### config.mk
export PLATFORM = sky130hd
export DESIGN_NAME = alu_pipe
export DESIGN_NICKNAME = d
export VERILOG_FILES = /design/src/rtl/alu_pkg.sv /design/src/rtl/alu_mul_iter.sv /design/src/rtl/alu_pipe.sv
export SDC_FILE = /design/constraint.sdc
export NUM_CORES = 1
export LEC_CHECK = 0
export ABC_CLOCK_PERIOD_IN_PS = 8610
export BUFFER_PORTS_ARGS = -buffer_cell sky130_fd_sc_hd__buf_2
export CAP_MARGIN = 40
export CORE_ASPECT_RATIO = 1.1
export CORE_UTILIZATION = 59
export CTS_BUF_LIST = sky130_fd_sc_hd__clkbuf_16
export DETAILED_ROUTE_END_ITERATION = 16
export PLACE_DENSITY = 0.78
export SLEW_MARGIN = 25
export SYNTH_ARGS = -nofsm -noshare
export SYNTH_HDL_FRONTEND = slang
export SYNTH_SLANG_ARGS = --single-unit
### constraint.sdc
create_clock -name CLK -period 8.61 [get_ports CLK]
set_clock_uncertainty 0.1 [all_clocks]
set_input_delay 0.4305 -clock CLK [delete_from_list [all_inputs] [get_ports CLK]]
set_output_delay 0.4305 -clock CLK [all_outputs]
set_load 0.01 [all_outputs]
### src/rtl/alu_pkg.sv
// Shared opcode, state and flag definitions for the pipelined ALU.
package alu_pkg;

    // Opcodes 0-3 keep the encoding of the original combinational ALU
    localparam logic [2:0] OP_FWD = 3'd0;
    localparam logic [2:0] OP_ADD = 3'd1;
    localparam logic [2:0] OP_AND = 3'd2;
    localparam logic [2:0] OP_OR  = 3'd3;
    localparam logic [2:0] OP_SUB = 3'd4;
    localparam logic [2:0] OP_SLL = 3'd5;
    localparam logic [2:0] OP_SRA = 3'd6;
    localparam logic [2:0] OP_MUL = 3'd7;

    // Control states: IDLE accepts work, MUL blocks input while iterating
    localparam logic S_IDLE = 1'b0;
    localparam logic S_MUL  = 1'b1;

    // Status flags, independent of the datapath width
    typedef struct packed {
        logic zero;
        logic carry;
        logic overflow;
    } alu_flags_t;

endpackage

### src/rtl/alu_mul_iter.sv
// Iterative unsigned shift-add multiplier, one multiplier bit per clock.
module alu_mul_iter #(
    parameter int WIDTH = 8
) (
    input  logic                 clk,
    input  logic                 rst_n,
    input  logic                 start,
    input  logic [WIDTH-1:0]     a,
    input  logic [WIDTH-1:0]     b,
    output logic                 done,
    output logic [2*WIDTH-1:0]   product
);

    localparam int CW = $clog2(WIDTH) + 1;

    logic [CW-1:0]      count;
    logic [2*WIDTH-1:0] mcand;
    logic [2*WIDTH-1:0] acc;
    logic [WIDTH-1:0]   mplier;
    logic               busy;

    assign busy = (count != '0);

    // done marks the final iteration; product is then the complete result
    assign done    = (count == CW'(1));
    assign product = mplier[0] ? (acc + mcand) : acc;

    // Latch operands on start, then add/shift once per edge until the count runs out
    always_ff @(posedge clk or negedge rst_n) begin
        if (!rst_n) begin
            count  <= '0;
            mcand  <= '0;
            acc    <= '0;
            mplier <= '0;
        end else if (start) begin
            count  <= CW'(WIDTH);
            mcand  <= {{WIDTH{1'b0}}, a};
            acc    <= '0;
            mplier <= b;
        end else if (busy) begin
            count  <= count - CW'(1);
            mcand  <= mcand << 1;
            acc    <= product;
            mplier <= mplier >> 1;
        end
    end

endmodule

### src/rtl/alu_pipe.sv
// Registered ALU with valid/ready handshake on both sides and an iterative multiply.
module alu_pipe #(
    parameter int WIDTH = 8
) (
    input  logic             CLK,
    input  logic             RESET_N,
    input  logic             IN_VALID,
    output logic             IN_READY,
    input  logic [WIDTH-1:0] INPUT1,
    input  logic [WIDTH-1:0] INPUT2,
    input  logic [2:0]       SELECT,
    output logic             OUT_VALID,
    input  logic             OUT_READY,
    output logic [WIDTH-1:0] OUTPUT,
    output logic             ZERO,
    output logic             CARRY,
    output logic             OVERFLOW
);

    import alu_pkg::*;

    localparam int SHW = $clog2(WIDTH);

    logic               state;
    logic               ready_en;
    logic               out_valid;
    logic [WIDTH-1:0]   out_data;
    alu_flags_t         flags;

    logic               accept;
    logic               mul_start;
    logic               single_accept;
    logic               mul_done;
    logic [2*WIDTH-1:0] mul_product;

    logic [WIDTH:0]     sum;
    logic [WIDTH:0]     diff;
    logic [SHW-1:0]     shamt;
    logic [WIDTH-1:0]   op_result;
    logic               op_carry;
    logic               op_ovf;
    alu_flags_t         op_flags;
    alu_flags_t         mul_flags;

    assign IN_READY      = ready_en && (state == S_IDLE) && (!out_valid || OUT_READY);
    assign accept        = IN_VALID && IN_READY;
    assign mul_start     = accept && (SELECT == OP_MUL);
    assign single_accept = accept && (SELECT != OP_MUL);

    assign sum   = {1'b0, INPUT1} + {1'b0, INPUT2};
    assign diff  = {1'b0, INPUT1} - {1'b0, INPUT2};
    assign shamt = INPUT2[SHW-1:0];

    assign OUT_VALID = out_valid;
    assign OUTPUT    = out_data;
    assign ZERO      = flags.zero;
    assign CARRY     = flags.carry;
    assign OVERFLOW  = flags.overflow;

    alu_mul_iter #(
        .WIDTH (WIDTH)
    ) u_mul (
        .clk     (CLK),
        .rst_n   (RESET_N),
        .start   (mul_start),
        .a       (INPUT1),
        .b       (INPUT2),
        .done    (mul_done),
        .product (mul_product)
    );

    // Single-cycle op decode; carry is the borrow on SUB, overflow is signed
    always_comb begin
        op_result = INPUT1;
        op_carry  = 1'b0;
        op_ovf    = 1'b0;
        case (SELECT)
            OP_FWD: op_result = INPUT1;
            OP_ADD: begin
                op_result = sum[WIDTH-1:0];
                op_carry  = sum[WIDTH];
                op_ovf    = (INPUT1[WIDTH-1] == INPUT2[WIDTH-1]) &&
                            (sum[WIDTH-1] != INPUT1[WIDTH-1]);
            end
            OP_AND: op_result = INPUT1 & INPUT2;
            OP_OR:  op_result = INPUT1 | INPUT2;
            OP_SUB: begin
                op_result = diff[WIDTH-1:0];
                op_carry  = diff[WIDTH];
                op_ovf    = (INPUT1[WIDTH-1] != INPUT2[WIDTH-1]) &&
                            (diff[WIDTH-1] != INPUT1[WIDTH-1]);
            end
            OP_SLL: op_result = INPUT1 << shamt;
            OP_SRA: op_result = $signed(INPUT1) >>> shamt;
            default: op_result = INPUT1;
        endcase
        op_flags.zero     = (op_result == '0);
        op_flags.carry    = op_carry;
        op_flags.overflow = op_ovf;
        mul_flags.zero     = (mul_product[WIDTH-1:0] == '0);
        mul_flags.carry    = (mul_product[2*WIDTH-1:WIDTH] != '0);
        mul_flags.overflow = 1'b0;
    end

    // Input side stays closed until the first edge after reset is released
    always_ff @(posedge CLK or negedge RESET_N) begin
        if (!RESET_N) begin
            ready_en <= 1'b0;
        end else begin
            ready_en <= 1'b1;
        end
    end

    // FSM: leave IDLE on an accepted multiply, return when the multiplier finishes
    always_ff @(posedge CLK or negedge RESET_N) begin
        if (!RESET_N) begin
            state <= S_IDLE;
        end else if (state == S_IDLE) begin
            if (mul_start) begin
                state <= S_MUL;
            end
        end else if (mul_done) begin
            state <= S_IDLE;
        end
    end

    // Output register: load a finished result, otherwise hold until consumed
    always_ff @(posedge CLK or negedge RESET_N) begin
        if (!RESET_N) begin
            out_valid <= 1'b0;
            out_data  <= '0;
            flags     <= '0;
        end else if (mul_done) begin
            out_valid <= 1'b1;
            out_data  <= mul_product[WIDTH-1:0];
            flags     <= mul_flags;
        end else if (single_accept) begin
            out_valid <= 1'b1;
            out_data  <= op_result;
            flags     <= op_flags;
        end else if (out_valid && OUT_READY) begin
            out_valid <= 1'b0;
        end
    end

endmodule

* Word-level counts from Yosys, hierarchy flattened
Cells that the tools add are included. Widths: inputs -> output; s select.
Storage, ports and cells: logic and storage cells 72, input bits 23, flip-flop bits (word level) 58, output and inout port bits 13
Cells by class: reduce and logical (&&, ||, !) cells 17, shifts and indexed selects 2, bitwise gates (word level) 3, equality and inequality tests 13, add/sub/neg operators 4, multiplexer cells 22
Operators with widths (number):
- $mux 16 | 5
- $pmux 8 s6 | 1
- $mux 8 | 4
- $add 16x16->16 | 1
- $logic_not 8->1 | 2
- $eq 3x3->1 const B | 4
- $add 8x8->9 | 1
- $sub 8x8->9 | 1
- $and 8x8->8 | 1
- $logic_and 1x1->1 | 8
- $mux 4 | 2
- $or 8x8->8 | 1
- $reduce_bool 8->1 | 1
- $shl 8x3->8 | 1
- $sshr 8x3->8 | 1
- $eq 3x2->1 const B | 2
- $mux 1 | 6
- $mux 3 | 2
- $eq 4x1->1 const B | 1
- $pmux 1 s2 | 2
- $reduce_bool 2->1 | 2
- $reduce_bool 4->1 | 1
- $sub 4x1->4 const B | 1
- $eq 3x1->1 const B | 1
- other kinds (7) | 9

* Depth between registers and ports, before layout
Gate-level depths: netlist (run 1).
depth after elaboration 7, depth in mapped cells 12, depth with buffers taken out 11

* Modules after synthesis
Synthesis (run 1) repeated with hierarchy kept, for this count alone.
Second synthesis, totals: cell total of the unflattened synthesis 667, area, all modules 5620.4 µm²
Modules (own cells, without submodules):
- alu_mul_iter | seq. area each 1101.1 µm², area each 2954.1 µm², cells each 333, times used 1
- alu_pipe | seq. area each 350.3 µm², area each 2666.3 µm², cells each 334, times used 1

* Worst setup path after synthesis (run 1)
No wires, ideal clock.
path type input-to-reg, start point input port INPUT2[2], end point register flags, in the netlist ZERO, cell stages on the path 12, path buffers 2, data required time 8390 ps, slack 5701 ps, library setup time 120 ps, data arrival time 2689 ps, cell sequence clkbuf_1 -> clkbuf_1 -> inv_1 -> ha_1 -> inv_1 -> a21oi_1 -> o21ba_2 -> o21bai_1 -> or3_1 -> a31oi_1 -> and4b_1 -> a31o_2
Between the ends: cells in the longest elaborated chain, start to end 5, elaborated cells between the ends (all ways) 10, classes of those cells add/sub (2); shift (2); mux (3); bitwise (2); reduce/logical (1)
RTL lines:
- from (decl) | RTL line alu_pipe.sv:10 | input logic [WIDTH-1:0] INPUT2,
- $sub 8x8->9 (tied with other cells) | RTL line alu_pipe.sv:51 | assign diff = {1'b0, INPUT1} - {1'b0, INPUT2};
- $pmux 8 s6 (*) | RTL line alu_pipe.sv:77 | case (SELECT)
- $logic_not 8->1 (*) | RTL line alu_pipe.sv:97 | op_flags.zero = (op_result == '0);
- $mux 3 (*) | RTL line alu_pipe.sv:137 | end else if (single_accept) begin
- $mux 3 (*) | RTL line alu_pipe.sv:133 | end else if (mul_done) begin
- to (signal assigned) | RTL line alu_pipe.sv:136 | flags <= mul_flags;
- to (signal assigned) | RTL line alu_pipe.sv:140 | flags <= op_flags;
- to (decl) | RTL line alu_pipe.sv:28 | alu_flags_t flags;
Mark *: on every way between the ends. The rest lies on a longest branch, timed or not. The select of a mux whose other input is x is not followed. A chain may end at the register's enable or synchronous reset.

* Worst setup path in the final report (run 1)
start point register u_mul.acc[0], end point register flags, in the netlist CARRY
Between the ends: cells in the longest elaborated chain, start to end 4
RTL lines:
- from (decl) | RTL line alu_mul_iter.sv:18 | logic [2*WIDTH-1:0] acc;
- from (signal assigned) | RTL line alu_mul_iter.sv:43 | acc <= product;
- $add 16x16->16 | RTL line alu_mul_iter.sv:26 | assign product = mplier[0] ? (acc + mcand) : acc;
- $mux 16 | RTL line alu_mul_iter.sv:26
- $reduce_bool 8->1 | RTL line alu_pipe.sv:101 | mul_flags.carry = (mul_product[2*WIDTH-1:WIDTH] != '0);
- $mux 3 | RTL line alu_pipe.sv:133
Every way passes these cells.

==> impl_metrics.ini, run 1 <==
[run_status]
status = finished clean

[placed_design]
place_congestion = 0.968
post-place-ws_ns = 5.27
numPortBuffers = 35
hpwl_um = 10500

[sta]
rsz0062_at_grt = false
finalSetupTns_ns = 0
fmax_mhz = 310
timing.hold.ws_ns = 0.254
period_needed_ns = 3.23
final.setup.worst_slack_ns = 5.38
hold_violations = 0
max_slew_margin_pct = 51.8
slew_viol_final = 0
setup_viol = 0
post-route-period-util_pct = 37.5
tightest_slew_ns = 0.720

[power_and_ir_drop]
p_total_mw = 1.58
power_density_nw_per_um2 = 272
total_leakage_power_nw = 2.64
ir_drop_uv = 158

[clock_tree]
cts-root-buf = clkbuf_16
cts_tree = done
cts-htree-levels = 3
cts_sinks = 58
clk_latency_ns = 0.32
cts_setup_buffers = 0
cts_made_buffers = 9
cts_buffer_depth = 2
clkTransAtPathRegs_ns = 0.06

[finish]
fillers = 696
area_delta_synth_final_pct = 10.4
diodes = 0
fin_nets = 725
layout-drive-gt1-share_pct = 13.0
most-common-layout-cells = nand2_1 (68), dfrtp_1 (58), a21oi_1 (56), nor2_1 (54), ha_1 (43)
final_common_cell = nand2_1

[setup_path]
critPathMaxFanout = 6
cp-start-kind = flip-flop
end_kind = flip-flop
critical_path_class = flip-flop to flip-flop
worstPathRequired_ns = 8.71
r2r_slack_ns = 5.38
arrival_ns = 3.32

[worst_hold_path]
hp-class = input port to flip-flop

[logic_synthesis]
ys_seq_area_share_pct = 27.5
synth-edff-count = 0
avgSynthCellArea_um2 = 8.23
async_reset_ff_share_pct = 100
synth.distinct_cells = 71
ys_ff_latch = 58
syn_inst = 641
syn-cell-area_um2 = 5280
yosys_warnings = 0
synth-main-ff-cell = dfrtp_1
syn_nets = 710

[die]
die_w_um = 92.2
die_area_um2 = 9320
io_pins = 36
placementRows = 35
initial_utilization_pct = 61.8
core_area_um2 = 8540
fp.dieH_um = 101

[grt]
grt_pass1_vias = 4782
grt_remaining_overflow = 0
antenna_found_initial = 0
grt_pass1_wl_um = 23900
track_usage_pct = 32.2
met2_usage_pct = 54.0
grt.busiest_layer = met2
grt_max_degree = 59
grt_use_met3_pct = 3.30
use_met1_pct = 43.4

[drt]
drc = 0
wirelength_um = 14700
dr_total_vias = 5033
drtIter0Drc = 345
drtPass1Iterations = 5
ant_nets = 0
vias_per_cell = 6.52
wire_per_inst_um = 19.0

[run]
cap_viol_max_count = 0
==> synth_stat cells, types with 11 or more instances <==
cell type  instances  area, µm²
a211oi_1          17        128
a21oi_1           56        280
clkbuf_1          34        128
dfrtp_1           58       1450
ha_1              43        538
inv_1             30        113
mux2i_1           30        300
nand2_1           68        255
nand3_1           22        110
nor2_1            55        206
nor3_1            20        100
o21ai_0           39        195
xnor2_1           11       96.3
==> per-layer routing <==
layer | share of wire [%] | wire, µm
met1 | 43 | 6330
met2 | 49 | 7180
met3 | 5.1 | 747
met4 | 2.7 | 394
met5 | 0 | 0
==> path summary, 6_finish.rpt <==
check / to / cells after the start / start
worst min register to register: CARRY$_DFFE_PN0P_ / 2 / CARRY$_DFFE_PN0P_
min in group asynchronous: u_mul.mplier[0]$_DFFE_PN0P_ / 3 / RESET_N
max in group asynchronous: u_mul.acc[7]$_DFFE_PN0P_ / 4 / RESET_N
worst max register to register: CARRY$_DFFE_PN0P_ / 10 / u_mul.acc[0]$_DFFE_PN0P_
worst max-delay path: CARRY$_DFFE_PN0P_ / 10 / u_mul.acc[0]$_DFFE_PN0P_
worst min-delay path: u_mul.mplier[4]$_DFFE_PN0P_ / 3 / INPUT2[4]
==> sequential cells by signal, indices dropped and copies added (netlist names) <==
register      flops
OVERFLOW          1
OUT_VALID         1
ZERO              1
ready_en          1
u_mul.mcand      16
u_mul.count       4
u_mul.acc        16
OUTPUT            8
CARRY             1
u_mul.mplier      8
state             1
==> kinds of logic after synthesis <==
group / synth area share, %
buffers and inverters: 5.05
muxes: 9.54
other: 0.0711
AOI/OAI and AO/OA: 24.9
DFF: 27.5
adders and majority gates: 11.3
xor gates and xnor gates: 2.16
and+or+nand+nor: 19.5
==> worst max-delay path: stages, from the launching register on <==
cell and delay (ns):
dfrtp_1 0.40, ha_1 0.23, fa_1 0.43, a211oi_1 0.44
o211ai_2 0.24, a311o_1 0.40, and3_4 0.16, mux2i_1 0.15
o2111ai_1 0.18, o311ai_1 0.27, nand3_1 0.10
==> power by group <==
group	switching (mW)	internal, mW	leakage (nW)
logic	0.466	0.309	1.75
clock network	0.130	0.223	0.143
registers	0.0838	0.370	0.748
==> cell type report <==
cell class / count / area, µm² / share of cell area [%]
Multi-Input combinational cell: 513 / 3560 / 61.2
Sequential cell: 58 / 1450 / 24.9
Inverter: 31 / 116 / 2.00
Tap cell: 111 / 139 / 2.38
Clock buffer: 9 / 225 / 3.87
Timing Repair Buffer: 43 / 258 / 4.42
Clock inverter: 7 / 71.3 / 1.22
==> through the flow <==
step                cells  utilization [%]  cell area, µm²
finish                772             68.2            5830
global route          772             68.2            5830
CTS                   770             67.8            5790
detailed placement    754             64.3            5490
global placement      754             64.3            5490
floorplan             641                -            5280
==> timing repair <==
item	4_1_cts	5_1_grt
hold buffers	0	1
endpoints found under the hold margin	0	3
resized for setup	0	0
Note: power is estimated with default switching activity, not from simulation.
==> run 2: changes to the inputs <==
--- a/config.mk
+++ b/config.mk
@@ -5,7 +5,8 @@
 export SDC_FILE = /design/constraint.sdc
 export NUM_CORES = 1
 export LEC_CHECK = 0
-export ABC_CLOCK_PERIOD_IN_PS = 8610
+export ABC_AREA = 1
+export ABC_CLOCK_PERIOD_IN_PS = 3200
 export BUFFER_PORTS_ARGS = -buffer_cell sky130_fd_sc_hd__buf_2
 export CAP_MARGIN = 40
 export CORE_ASPECT_RATIO = 1.1
==> constraint.sdc (replaced) <==
create_clock -name CLK -period 3.2 [get_ports CLK]
set_clock_uncertainty 0.1 [all_clocks]
set_input_delay 0.16 -clock CLK [delete_from_list [all_inputs] [get_ports CLK]]
set_output_delay 0.16 -clock CLK [all_outputs]
set_load 0.01 [all_outputs]
==> impl_metrics.ini, run 2 <==
[die]
placementRows = 35
fp.dieH_um = 99.7
io_pins = 36
initial_utilization_pct = 60.8
die_area_um2 = 9050
core_area_um2 = 8410
die_w_um = 90.8

[power_and_ir_drop]
p_sw_share_pct = 44.5
total_leakage_power_nw = 3.07
pwr-share-seq_pct = 30.6
p_switching_mw = 1.72
pwr-share-clk_pct = 21.6
ir_drop_uv = 282
power_density_nw_per_um2 = 684
combPwrFrac_pct = 47.8
p_int_mw = 2.14

[finish]
final_common_cell = nand2_1
layout-drive-gt1-share_pct = 8.36
fin_nets = 877
area_delta_synth_final_pct = 10.2
fillers = 758
final_area_um2 = 5640
most-common-layout-cells = nand2_1 (249), inv_1 (99), nand3_1 (91), nor2_1 (59), dfrtp_1 (58)
reg_top3 = u_mul.acc: 16 flops, u_mul.mcand: 16 flops
diodes = 0
finalNonFillerCells = 924
fin_util_pct = 67.1

[clock_tree]
clkTransAtPathRegs_ns = 0.05
cts_made_buffers = 9
cts_hold_buf = 2
cts_buffer_depth = 2
cts-resized-gates = 0
cts_tree = done
clk_latency_ns = 0.32
cts-root-buf = clkbuf_16
cts_setup_buffers = 0
cts_sinks = 58
cts-htree-levels = 3

[logic_synthesis]
synth.distinct_cells = 42
netlist.area_leader.share_pct = 28.4
synth-main-ff-cell = dfrtp_1
yosysMostFrequentCell = nand2_1
syn-cell-area_um2 = 5120
async_reset_ff_share_pct = 100
ys_ff_latch = 58
synth-edff-count = 0
yosysTopAreaCell = dfrtp_1
synth.area.top_cells = dfrtp_1 (28%), nand2_1 (18%), ha_1 (11%), nand3_1 (8.9%), inv_1 (7.3%)
yosys_warnings = 0
avgSynthCellArea_um2 = 6.59
syn_nets = 845
ys_seq_area_share_pct = 28.4
syn_inst = 776
ys_top_cells_by_count = nand2_1 (249), inv_1 (99), nand3_1 (91)

[sta]
finalSetupTns_ns = 0
max_slew_margin_pct = 58.9
fmax_mhz = 398
timing.hold.ws_ns = 0.0543
tightest_slew_ns = 0.617
slew_viol_final = 0
rsz0062_at_grt = false
hold_violations = 0
post-route-period-util_pct = 78.6
period_needed_ns = 2.52
setup_viol = 0

[placed_design]
numPortBuffers = 35
place_congestion = 1.01
hpwl_um = 11600
dpl_cell_area_um2 = 5350
dp_cells = 905

[drt]
wire_per_inst_um = 16.5
wirelength_um = 15300
drtIter0Drc = 355
dr_total_vias = 5379
vias_per_cell = 5.82
drc = 0
ant_nets = 0
drtPass1Iterations = 5

[grt]
grt_max_degree = 38
grt_remaining_overflow = 0
grt_pass1_wl_um = 25000
track_usage_pct = 35.1
grt_pass1_vias = 5302
antenna_found_initial = 0

[setup_path]
worstPathRequired_ns = 3.35
cp-start-kind = flip-flop
critPathMaxFanout = 19
r2r_slack_ns = 0.68
critical_path_class = flip-flop to flip-flop
arrival_ns = 2.67
end_kind = flip-flop

[run_status]
status = finished clean

[run]
cap_viol_max_count = 0

[worst_hold_path]
hp-class = input port to flip-flop
## run 2: cell types whose count changed after synthesis, sizes merged, moves of 15 or more
| cell | delta |
|---|---|
| nand3 | +70 |
| mux2i | -30 |
| a21oi | -29 |
| a211oi | -18 |
| nand2 | +182 |
| clkbuf | -28 |
| nor3 | -15 |
| inv | +73 |
## run 2: final timing paths
path / startpoint / endpoint / depth (start not counted)
max reg2reg: u_mul.mplier[0]$_DFFE_PN0P_ / ZERO$_DFFE_PN0P_ / 10
min reg2reg: CARRY$_DFFE_PN0P_ / CARRY$_DFFE_PN0P_ / 2
min in group asynchronous: RESET_N / u_mul.mcand[13]$_DFFE_PN0P_ / 2
max in group asynchronous: RESET_N / u_mul.mcand[2]$_DFFE_PN0P_ / 3
min: INPUT2[6] / u_mul.mplier[6]$_DFFE_PN0P_ / 3
max: u_mul.mplier[0]$_DFFE_PN0P_ / ZERO$_DFFE_PN0P_ / 10
## run 2: per-stage QoR
| step | setup slack, ns | power, mW |
|---|---|---|
| final | 0.685 | 3.86 |
| after global routing | 0.417 | 4.14 |
| after CTS | 0.723 | 3.82 |
| after detailed placement | 0.519 | 2.98 |
| after global placement | 0.574 | 2.90 |
| after floorplan | 1.11 | 2.47 |
## run 2: critical path, stage by stage (launching register included)
cell and delay [ns]:
dfrtp_1 0.73, inv_1 0.42, o21ai_0 0.33, nand2_1 0.11, nor3_1 0.20, nand3_1 0.09
nor2_1 0.09, nand2_1 0.06, nor2_1 0.12, nor2_1 0.06, a21oi_2 0.13
## run 2: per-layer routing
metal / vias up / GRT usage, % / part of all wire (%)
met2: 204 / 63.3 / 51
met5: - / 0 / 0
li1: 2605 / - / -
met4: 0 / 18.6 / 4.0
met1: 2531 / 40.6 / 39
met3: 39 / 4.43 / 5.9
## run 2: power by group through the flow
stage | sequential, mW | clock (mW) | combinational (mW)
detailed placement | 1.18 | 0 | 1.79
finish | 1.18 | 0.831 | 1.84
global placement | 1.18 | 0 | 1.73
global route | 1.21 | 0.871 | 2.07
floorplan | 1.14 | 0 | 1.33
CTS | 1.17 | 0.833 | 1.81
## run 2: cells by family after synthesis
family	share of synthesized area, %
AND/OR/NAND/NOR	35.2
buffers and inverters	9.81
AO/OA/AOI/OAI	13.0
flip-flops	28.4
adder cells (fa/ha/maj)	11.7
XOR/XNOR	1.88
other	0.0733
## run 2: cell type report
class | count | area [µm²] | area share, %
Clock inverter | 7 | 36.3 | 0.644
Timing Repair Buffer | 42 | 233 | 4.13
Clock buffer | 9 | 225 | 3.99
Inverter | 104 | 390 | 6.92
Tap cell | 111 | 139 | 2.46
Multi-Input combinational cell | 593 | 3160 | 56.1
Sequential cell | 58 | 1450 | 25.7
